File: src/rtl/sha1_pkg.sv
// Shared types, constants and round helpers for the SHA-1 co-processor.
// Optional feature macro used by the top: SHA1_CYCLE_COUNT_EN.
package sha1_pkg;

    typedef enum logic [2:0] {
        IDLE    = 3'd0,
        LOAD    = 3'd1,
        COMPUTE = 3'd2,
        UPDATE  = 3'd3,
        WRITE   = 3'd4,
        DONE    = 3'd5
    } sha1_state_t;

    typedef struct packed {
        logic [31:0] a;
        logic [31:0] b;
        logic [31:0] c;
        logic [31:0] d;
        logic [31:0] e;
    } sha1_abcde_t;

    localparam logic [31:0] K_00_19 = 32'h5A82_7999;
    localparam logic [31:0] K_20_39 = 32'h6ED9_EBA1;
    localparam logic [31:0] K_40_59 = 32'h8F1B_BCDC;
    localparam logic [31:0] K_60_79 = 32'hCA62_C1D6;

    localparam logic [31:0] H0_INIT = 32'h6745_2301;
    localparam logic [31:0] H1_INIT = 32'hEFCD_AB89;
    localparam logic [31:0] H2_INIT = 32'h98BA_DCFE;
    localparam logic [31:0] H3_INIT = 32'h1032_5476;
    localparam logic [31:0] H4_INIT = 32'hC3D2_E1F0;

    localparam int LOAD_LAST  = 16;
    localparam int WRITE_LAST = 4;

    function automatic logic [31:0] rotl(input logic [31:0] x, input int unsigned n);
        return (x << n) | (x >> (32 - n));
    endfunction

    function automatic logic [31:0] bswap32(input logic [31:0] d);
        return {d[7:0], d[15:8], d[23:16], d[31:24]};
    endfunction

    function automatic logic [31:0] sha1_f(input logic [6:0] t, input logic [31:0] b,
                                           input logic [31:0] c, input logic [31:0] d);
        if (t < 7'd20)      return (b & c) | (~b & d);
        else if (t < 7'd40) return b ^ c ^ d;
        else if (t < 7'd60) return (b & c) | (b & d) | (c & d);
        else                return b ^ c ^ d;
    endfunction

    function automatic logic [31:0] sha1_k(input logic [6:0] t);
        if (t < 7'd20)      return K_00_19;
        else if (t < 7'd40) return K_20_39;
        else if (t < 7'd60) return K_40_59;
        else                return K_60_79;
    endfunction

endpackage

File: src/rtl/sha1_copro_p_round.sv
// One combinational SHA-1 round; the top chains UNROLL of these per clock.
module sha1_round
    import sha1_pkg::*;
(
    input  sha1_abcde_t st_i,
    input  logic [31:0] w_i,
    input  logic [6:0]  t_i,
    output sha1_abcde_t st_o
);

    always_comb begin
        st_o.a = rotl(st_i.a, 5) + sha1_f(t_i, st_i.b, st_i.c, st_i.d) + st_i.e
                 + sha1_k(t_i) + w_i;
        st_o.b = st_i.a;
        st_o.c = rotl(st_i.b, 30);
        st_o.d = st_i.c;
        st_o.e = st_i.d;
    end

endmodule

File: src/rtl/sha1_copro_p.sv
// SHA-1 co-processor: fetches and pads a message from word-addressed SRAM, hashes
// UNROLL rounds per clock, writes the digest back. SHA1_CYCLE_COUNT_EN adds cycle_count.
module sha1_copro_p
    import sha1_pkg::*;
#(
    parameter int ADDR_W = 16,
    parameter int UNROLL = 1
) (
    input  logic              clk,
    input  logic              reset_n,
    input  logic              start,
    input  logic [31:0]       message_addr,
    input  logic [31:0]       size,
    input  logic [31:0]       output_addr,
    output logic              done,
    output logic              mem_clk,
    output logic              mem_we,
    output logic [ADDR_W-1:0] mem_addr,
    output logic [31:0]       mem_write_data,
    input  logic [31:0]       mem_read_data
`ifdef SHA1_CYCLE_COUNT_EN
    ,
    output logic [31:0]       cycle_count
`endif
);

    localparam int COMPUTE_LAST = 80 / UNROLL - 1;

    if (!(UNROLL == 1 || UNROLL == 2 || UNROLL == 4)) begin : g_bad_unroll
        $error("sha1_copro_p: UNROLL must be 1, 2 or 4");
    end

    sha1_state_t state_q, state_d;
    logic [6:0]  cnt_q, cnt_d;
    logic [31:0] blk_q, blk_d;
    logic [31:0] msg_addr_q, msg_addr_d;
    logic [31:0] out_addr_q, out_addr_d;
    logic [31:0] size_q, size_d;
    logic [31:0] nwords_q, nwords_d;
    logic [31:0] nblk_q, nblk_d;
    logic [31:0] h_q [5];
    logic [31:0] h_d [5];
    logic [31:0] w_q [16];
    logic [31:0] w_d [16];
    sha1_abcde_t st_q, st_d;
    logic        done_q, done_d;
    logic [31:0] addr_hold_q;

    logic        start_acc;
    logic [31:0] blk_base;
    logic [31:0] full_words;
    logic [31:0] fetch_addr;
    logic [31:0] wr_addr;
    logic [31:0] addr_full;
    logic        issue_fetch;
    logic [3:0]  cap_idx;
    logic [31:0] cap_g;
    logic [31:0] swapped;
    logic [31:0] cap_word;
    logic [31:0] h_sel;
    logic [6:0]  t_base;
    logic        unused_addr_hi;

    assign mem_clk    = clk;
    assign done       = done_q;
    assign start_acc  = start && (state_q == IDLE || state_q == DONE);
    assign blk_base   = blk_q << 4;
    assign full_words = size_q >> 2;
    assign fetch_addr = msg_addr_q + blk_base + 32'(cnt_q[3:0]);
    assign wr_addr    = out_addr_q + 32'(cnt_q);
    assign issue_fetch = (state_q == LOAD) && (cnt_q < 7'(LOAD_LAST))
                         && ((blk_base + 32'(cnt_q[3:0])) < nwords_q);
    assign cap_idx    = cnt_q[3:0] - 4'd1;
    assign cap_g      = blk_base + 32'(cap_idx);
    assign swapped    = bswap32(mem_read_data);
    assign t_base     = 7'(int'(cnt_q) * UNROLL);
    assign unused_addr_hi = ^addr_full[31:ADDR_W];

    // Word generation for the word whose read data arrives this cycle.
    always_comb begin
        cap_word = 32'h0;
        if (cap_g < nwords_q) begin
            cap_word = swapped;
            if (cap_g == full_words) begin
                case (size_q[1:0])
                    2'd1:    cap_word = {swapped[31:24], 8'h80, 16'h0};
                    2'd2:    cap_word = {swapped[31:16], 8'h80, 8'h0};
                    2'd3:    cap_word = {swapped[31:8], 8'h80};
                    default: cap_word = swapped;
                endcase
            end
        end else if (cap_g == full_words) begin
            cap_word = 32'h8000_0000;
        end else if (cap_g == (nblk_q << 4) - 32'd2) begin
            cap_word = {29'b0, size_q[31:29]};
        end else if (cap_g == (nblk_q << 4) - 32'd1) begin
            cap_word = size_q << 3;
        end
    end

    // Schedule window extended by the UNROLL words needed after this cycle.
    logic [31:0] ext [16+UNROLL];
    always_comb begin
        for (int j = 0; j < 16; j++) ext[j] = w_q[j];
        for (int m = 0; m < UNROLL; m++) begin
            ext[16+m] = rotl(ext[13+m] ^ ext[8+m] ^ ext[2+m] ^ ext[m], 1);
        end
    end

    sha1_abcde_t chain [UNROLL+1];
    assign chain[0] = st_q;
    for (genvar m = 0; m < UNROLL; m++) begin : g_round
        sha1_round u_round (
            .st_i (chain[m]),
            .w_i  (ext[m]),
            .t_i  (t_base + 7'(m)),
            .st_o (chain[m+1])
        );
    end

    always_comb begin
        case (cnt_q[2:0])
            3'd0:    h_sel = h_q[0];
            3'd1:    h_sel = h_q[1];
            3'd2:    h_sel = h_q[2];
            3'd3:    h_sel = h_q[3];
            default: h_sel = h_q[4];
        endcase
    end

    // Unfetched LOAD words and idle cycles leave the address bus where it was.
    always_comb begin
        mem_we         = 1'b0;
        mem_write_data = 32'h0;
        addr_full      = addr_hold_q;
        if (state_q == WRITE) begin
            mem_we         = 1'b1;
            mem_write_data = h_sel;
            addr_full      = wr_addr;
        end else if (issue_fetch) begin
            addr_full = fetch_addr;
        end
        mem_addr = addr_full[ADDR_W-1:0];
    end

    always_comb begin
        state_d    = state_q;
        cnt_d      = cnt_q;
        blk_d      = blk_q;
        msg_addr_d = msg_addr_q;
        out_addr_d = out_addr_q;
        size_d     = size_q;
        nwords_d   = nwords_q;
        nblk_d     = nblk_q;
        h_d        = h_q;
        w_d        = w_q;
        st_d       = st_q;
        done_d     = 1'b0;
        case (state_q)
            IDLE, DONE: begin
                if (start) begin
                    msg_addr_d = message_addr;
                    out_addr_d = output_addr;
                    size_d     = size;
                    nwords_d   = 32'((33'(size) + 33'd3) >> 2);
                    nblk_d     = 32'((33'(size) + 33'd8) >> 6) + 32'd1;
                    h_d[0]     = H0_INIT;
                    h_d[1]     = H1_INIT;
                    h_d[2]     = H2_INIT;
                    h_d[3]     = H3_INIT;
                    h_d[4]     = H4_INIT;
                    blk_d      = 32'd0;
                    cnt_d      = 7'd0;
                    state_d    = LOAD;
                end else if (state_q == DONE) begin
                    done_d = 1'b1;
                end
            end
            LOAD: begin
                if (cnt_q != 7'd0) w_d[cap_idx] = cap_word;
                if (cnt_q == 7'(LOAD_LAST)) begin
                    st_d    = '{a: h_q[0], b: h_q[1], c: h_q[2], d: h_q[3], e: h_q[4]};
                    cnt_d   = 7'd0;
                    state_d = COMPUTE;
                end else begin
                    cnt_d = cnt_q + 7'd1;
                end
            end
            COMPUTE: begin
                st_d = chain[UNROLL];
                for (int j = 0; j < 16; j++) w_d[j] = ext[j+UNROLL];
                if (cnt_q == 7'(COMPUTE_LAST)) begin
                    cnt_d   = 7'd0;
                    state_d = UPDATE;
                end else begin
                    cnt_d = cnt_q + 7'd1;
                end
            end
            UPDATE: begin
                h_d[0] = h_q[0] + st_q.a;
                h_d[1] = h_q[1] + st_q.b;
                h_d[2] = h_q[2] + st_q.c;
                h_d[3] = h_q[3] + st_q.d;
                h_d[4] = h_q[4] + st_q.e;
                cnt_d  = 7'd0;
                if (blk_q < nblk_q - 32'd1) begin
                    blk_d   = blk_q + 32'd1;
                    state_d = LOAD;
                end else begin
                    state_d = WRITE;
                end
            end
            WRITE: begin
                if (cnt_q == 7'(WRITE_LAST)) begin
                    cnt_d   = 7'd0;
                    state_d = DONE;
                end else begin
                    cnt_d = cnt_q + 7'd1;
                end
            end
            default: state_d = IDLE;
        endcase
    end

    always_ff @(posedge clk or negedge reset_n) begin
        if (!reset_n) begin
            state_q     <= IDLE;
            cnt_q       <= 7'd0;
            blk_q       <= 32'd0;
            msg_addr_q  <= 32'd0;
            out_addr_q  <= 32'd0;
            size_q      <= 32'd0;
            nwords_q    <= 32'd0;
            nblk_q      <= 32'd0;
            st_q        <= '0;
            done_q      <= 1'b0;
            addr_hold_q <= 32'd0;
            for (int k = 0; k < 5; k++)  h_q[k] <= 32'd0;
            for (int j = 0; j < 16; j++) w_q[j] <= 32'd0;
        end else begin
            state_q     <= state_d;
            cnt_q       <= cnt_d;
            blk_q       <= blk_d;
            msg_addr_q  <= msg_addr_d;
            out_addr_q  <= out_addr_d;
            size_q      <= size_d;
            nwords_q    <= nwords_d;
            nblk_q      <= nblk_d;
            st_q        <= st_d;
            done_q      <= done_d;
            addr_hold_q <= addr_full;
            h_q         <= h_d;
            w_q         <= w_d;
        end
    end

`ifdef SHA1_CYCLE_COUNT_EN
    logic [31:0] cyc_q, cyc_d;

    always_comb begin
        cyc_d = cyc_q;
        if (start_acc) begin
            cyc_d = 32'd0;
        end else if (state_q != IDLE && !done_q && cyc_q != 32'hFFFF_FFFF) begin
            cyc_d = cyc_q + 32'd1;
        end
    end

    always_ff @(posedge clk or negedge reset_n) begin
        if (!reset_n) cyc_q <= 32'd0;
        else          cyc_q <= cyc_d;
    end

    assign cycle_count = cyc_q;
`else
    logic unused_start_acc;
    assign unused_start_acc = start_acc;
`endif

endmodule

File: config.mk
export PLATFORM = sky130hd
export DESIGN_NAME = sha1_copro_p
export DESIGN_NICKNAME = d
export VERILOG_FILES = /design/src/rtl/sha1_pkg.sv /design/src/rtl/sha1_copro_p_round.sv /design/src/rtl/sha1_copro_p.sv
export SDC_FILE = /design/constraint.sdc
export NUM_CORES = 2
export LEC_CHECK = 0
export ABC_AREA = 1
export CAP_MARGIN = 20
export CELL_PAD_IN_SITES_DETAIL_PLACEMENT = 1
export CELL_PAD_IN_SITES_GLOBAL_PLACEMENT = 1
export CORE_MARGIN = 2
export CORE_UTILIZATION = 45
export DETAILED_ROUTE_END_ITERATION = 10
export PLACE_DENSITY_LB_ADDON = 0.1
export SLEW_MARGIN = 20
export SYNTH_ARGS = -nofsm -noshare
export SYNTH_HDL_FRONTEND = slang
export SYNTH_SLANG_ARGS = --single-unit
File: constraint.sdc
create_clock -name clk -period 6.95 [get_ports clk]
set_input_delay 0.695 -clock clk [delete_from_list [all_inputs] [get_ports clk]]
set_output_delay 0.695 -clock clk [all_outputs]
set_load 0.02 [all_outputs]
==> impl_metrics.csv <==
group,metric,value,unit
logic_synthesis,synth.area.top_cells,"dfrtp_1 37%, a21oi_1 9.9%, nand2_1 9.0%",
place,gp_congestion,1.02,
global_route,grt_pass1_wl,481,mm
worst_setup_path,r2r_start,"cnt_q[3]",
global_route,grt_pass1_vias,73000,
worst_hold_path,hp-start,"output_addr[12]",
logic_synthesis,synth_top_area_share,0.366,
sta,rsz0062_at_grt,"false",
logic_synthesis,yosysWarnings,0,
worst_setup_path,crit_required,7.69,ns
route,drtIter0Drc,6330,
logic_synthesis,synth_most_common_cell,"nand2_1",
logic_synthesis,avgSynthCellArea,7.32,um^2
route,ant_nets,0,
pwr,powerDensity,355,nW/um^2
logic_synthesis,synthCells,9473,
cts,cts_tree,"done",
cts,path_clk_slew,0.07,ns
floorplan,start_util,0.452,
cts,clk_latency,0.94,ns
pwr,leakage,34.6,nW
global_route,grt_remaining_overflow,0,
sta,relSlewSlack,0.176,
worst_setup_path,start_kind,"register",
sta,maxSlewViolCount,0,
pwr,power.total,0.0274,W
cells_and_area,final_nets,9974,
run,cap_viol_max_count,0,
sta,finalHoldViolations,0,
place,dp_hpwl,231,mm
cells_and_area,layout-drive-gt1-share,0.0521,
logic_synthesis,yosys.area.top_type,"dfrtp_1",
pwr,combPwrFrac,0.387,
route,drc,0,
pwr,power_switching,0.0118,W
sta,setup_viol,0,
run_status,status,"complete, no violations",
sta,fin_crit_sh,0.941,
route,viasPerCell,6.13,
pwr,irDropWorstVdd,0.000306,V
pwr,pwr-share-clk,0.273,
worst_setup_path,cp-end-kind,"register",
worst_setup_path,crit_arrival,7.28,ns
pwr,p_sw_frac,0.430,
floorplan,core-area,154000,um^2
logic_synthesis,synth_area,69400,um^2
cts,post-cts-setup-buffer-count,0,
sta,fmaxAchievable,153,MHz
route,route.detailed.wl_per_inst,28.1,um
global_route,antenna_found_initial,13,
global_route,grtUsageTotal,0.408,
logic_synthesis,syn-num-nets,10000,
route,dr.pass1.iters,5,
worst_setup_path,critPathLaunch,"cnt_q[3]",
logic_synthesis,synthArstFlopShare,1.00,
worst_setup_path,cpMostUsedCell,"nand2_1",
place,portBuffers,149,
global_route,grt_max_degree,206,
sta,tightestPinTransition,1.24,ns
floorplan,dieArea,157000,um^2
cells_and_area,area_growth,11.3,%
floorplan,fp.dieH,397,um
logic_synthesis,synth_edf_count,0,
worst_setup_path,cpPeakStageDelay,1.06,ns
worst_setup_path,critPathKind,"register to register",
sta,clock_skew,0.0617,ns
sta,period_needed,6.54,ns
floorplan,num_io_pins,182,
logic_synthesis,yosys-top-cells-count,"1668 x nand2_1, 1371 x a21oi_1, 1205 x nor2_1",
floorplan,rows,144,
logic_synthesis,ys_ff_latch,1014,
logic_synthesis,ys.flop_type,"dfrtp_1",
pwr,p_int,0.0156,W
sta,fin_tns_setup,0,ns
logic_synthesis,synthDistinctLibCells,62,
route,drt_wl_total,325,mm
worst_hold_path,hold_class,"primary input to register",
route,vias,71000,
logic_synthesis,ys_seq_area_frac,0.366,
worst_setup_path,crit_fanout,11,
floorplan,die_x,397,um
worst_setup_path,slowest_stage,"a221oi_1",
pwr,p_seq_frac,0.341,
registers in the layout, summed over array words and instances, names as in the netlist:
signal	flops
addr_hold_q	16
cnt_q	7
msg_addr_q	16
out_addr_q	16
ext	512
blk_q	32
h_q	160
nblk_q	28
nwords_q	31
done	1
state_q	3
chain	160
size_q	32
area by class of cell:
| type | count | area (um^2) |
|---|---|---|
| Inverter | 987 | 3710 |
| Sequential cell | 1014 | 25400 |
| Clock inverter | 46 | 724 |
| Multi-Input combinational cell | 7021 | 38400 |
| Timing Repair Buffer | 263 | 2460 |
| Fill cell | 19300 | 76300 |
| Tap cell | 2044 | 2560 |
| Antenna cell | 4 | 10.0 |
| Clock buffer | 195 | 4010 |
worst paths after layout:
check | slack [ns] | cells past startpoint | end
setup / recovery | 0.41 | 25 | chain[306]
hold / removal | 0.32 | 3 | out_addr_q[12]
setup reg to reg | 0.41 | 25 | chain[306]
hold reg to reg | 0.49 | 2 | out_addr_q[0]
max in group asynchronous | 4.74 | 4 | ext[297]
min in group asynchronous | 0.34 | 2 | h_q[78]
cell usage in the layout (no fill, tap or decap), types with 98 or more instances in the layout:
master,n
a21oi_1,1371
buf_4,105
clkbuf_16,134
clkdlybuf4s50_1,148
dfrtp_1,1014
fa_1,127
ha_1,294
inv_1,953
nand2_1,1665
nand3_1,728
nand4_1,98
nor2_1,1188
o211ai_1,126
o21ai_0,533
o22ai_1,111
xnor2_1,143
xor2_1,112
worst max-delay path, delay by kind of cell (launching register included):
kind / cells / cell delay, ns
DFF: 1 / 0.54
adders and majority gates: 4 / 1.73
AOI/OAI and AO/OA: 4 / 1.73
and+or+nand+nor: 9 / 1.20
buffers and inverters: 8 / 1.14
cells by family after synthesis:
| family | after synthesis | share of synthesized area |
|---|---|---|
| simple gates | 3933 | 0.239 |
| compound gates | 2411 | 0.191 |
| buf+inv | 1438 | 0.0821 |
| flops | 1014 | 0.366 |
| fa+ha+maj | 421 | 0.0897 |
| xor+xnor | 256 | 0.0324 |
per-layer routing:
layer / vias to the layer above / part of all wire / track usage
li1: 31500 / - / -
met2: 3037 / 0.45 / 0.647
met1: 35500 / 0.40 / 0.518
met3: 941 / 0.072 / 0.0718
met5: - / 0.00028 / 0
met4: 14 / 0.073 / 0.256
power groups by stage:
stage          registers (W)  logic [W]  clock network (W)
4_1_cts              0.00927     0.0105            0.00753
2_1_floorplan        0.00873    0.00693          0.0000168
3_5_place_dp         0.00935     0.0103          0.0000193
3_3_place_gp         0.00927    0.00996          0.0000193
5_1_grt              0.00952     0.0116            0.00775
6_report             0.00935     0.0106            0.00748
timing repair:
item                                   CTS  global route
endpoints found under the hold margin   54             0
hold buffers                             1             0
resized for setup                        0             0
through the flow:
stage / cell area [um^2] / cells / utilization / worst slack [ns] / hold WS [ns]
after detailed placement: 72500 / 11300 / 0.472 / 0.778 / 0.474
final: 77200 / 11600 / 0.503 / 0.412 / 0.315
after global routing: 77200 / 11600 / 0.503 / 0.158 / 0.322
after floorplan: 69400 / 9473 / - / 1.79 / 0.399
after global placement: 72500 / 11300 / 0.472 / 0.866 / 0.467
after CTS: 77200 / 11600 / 0.503 / 0.664 / 0.290
(Power assumes the default switching activity.)
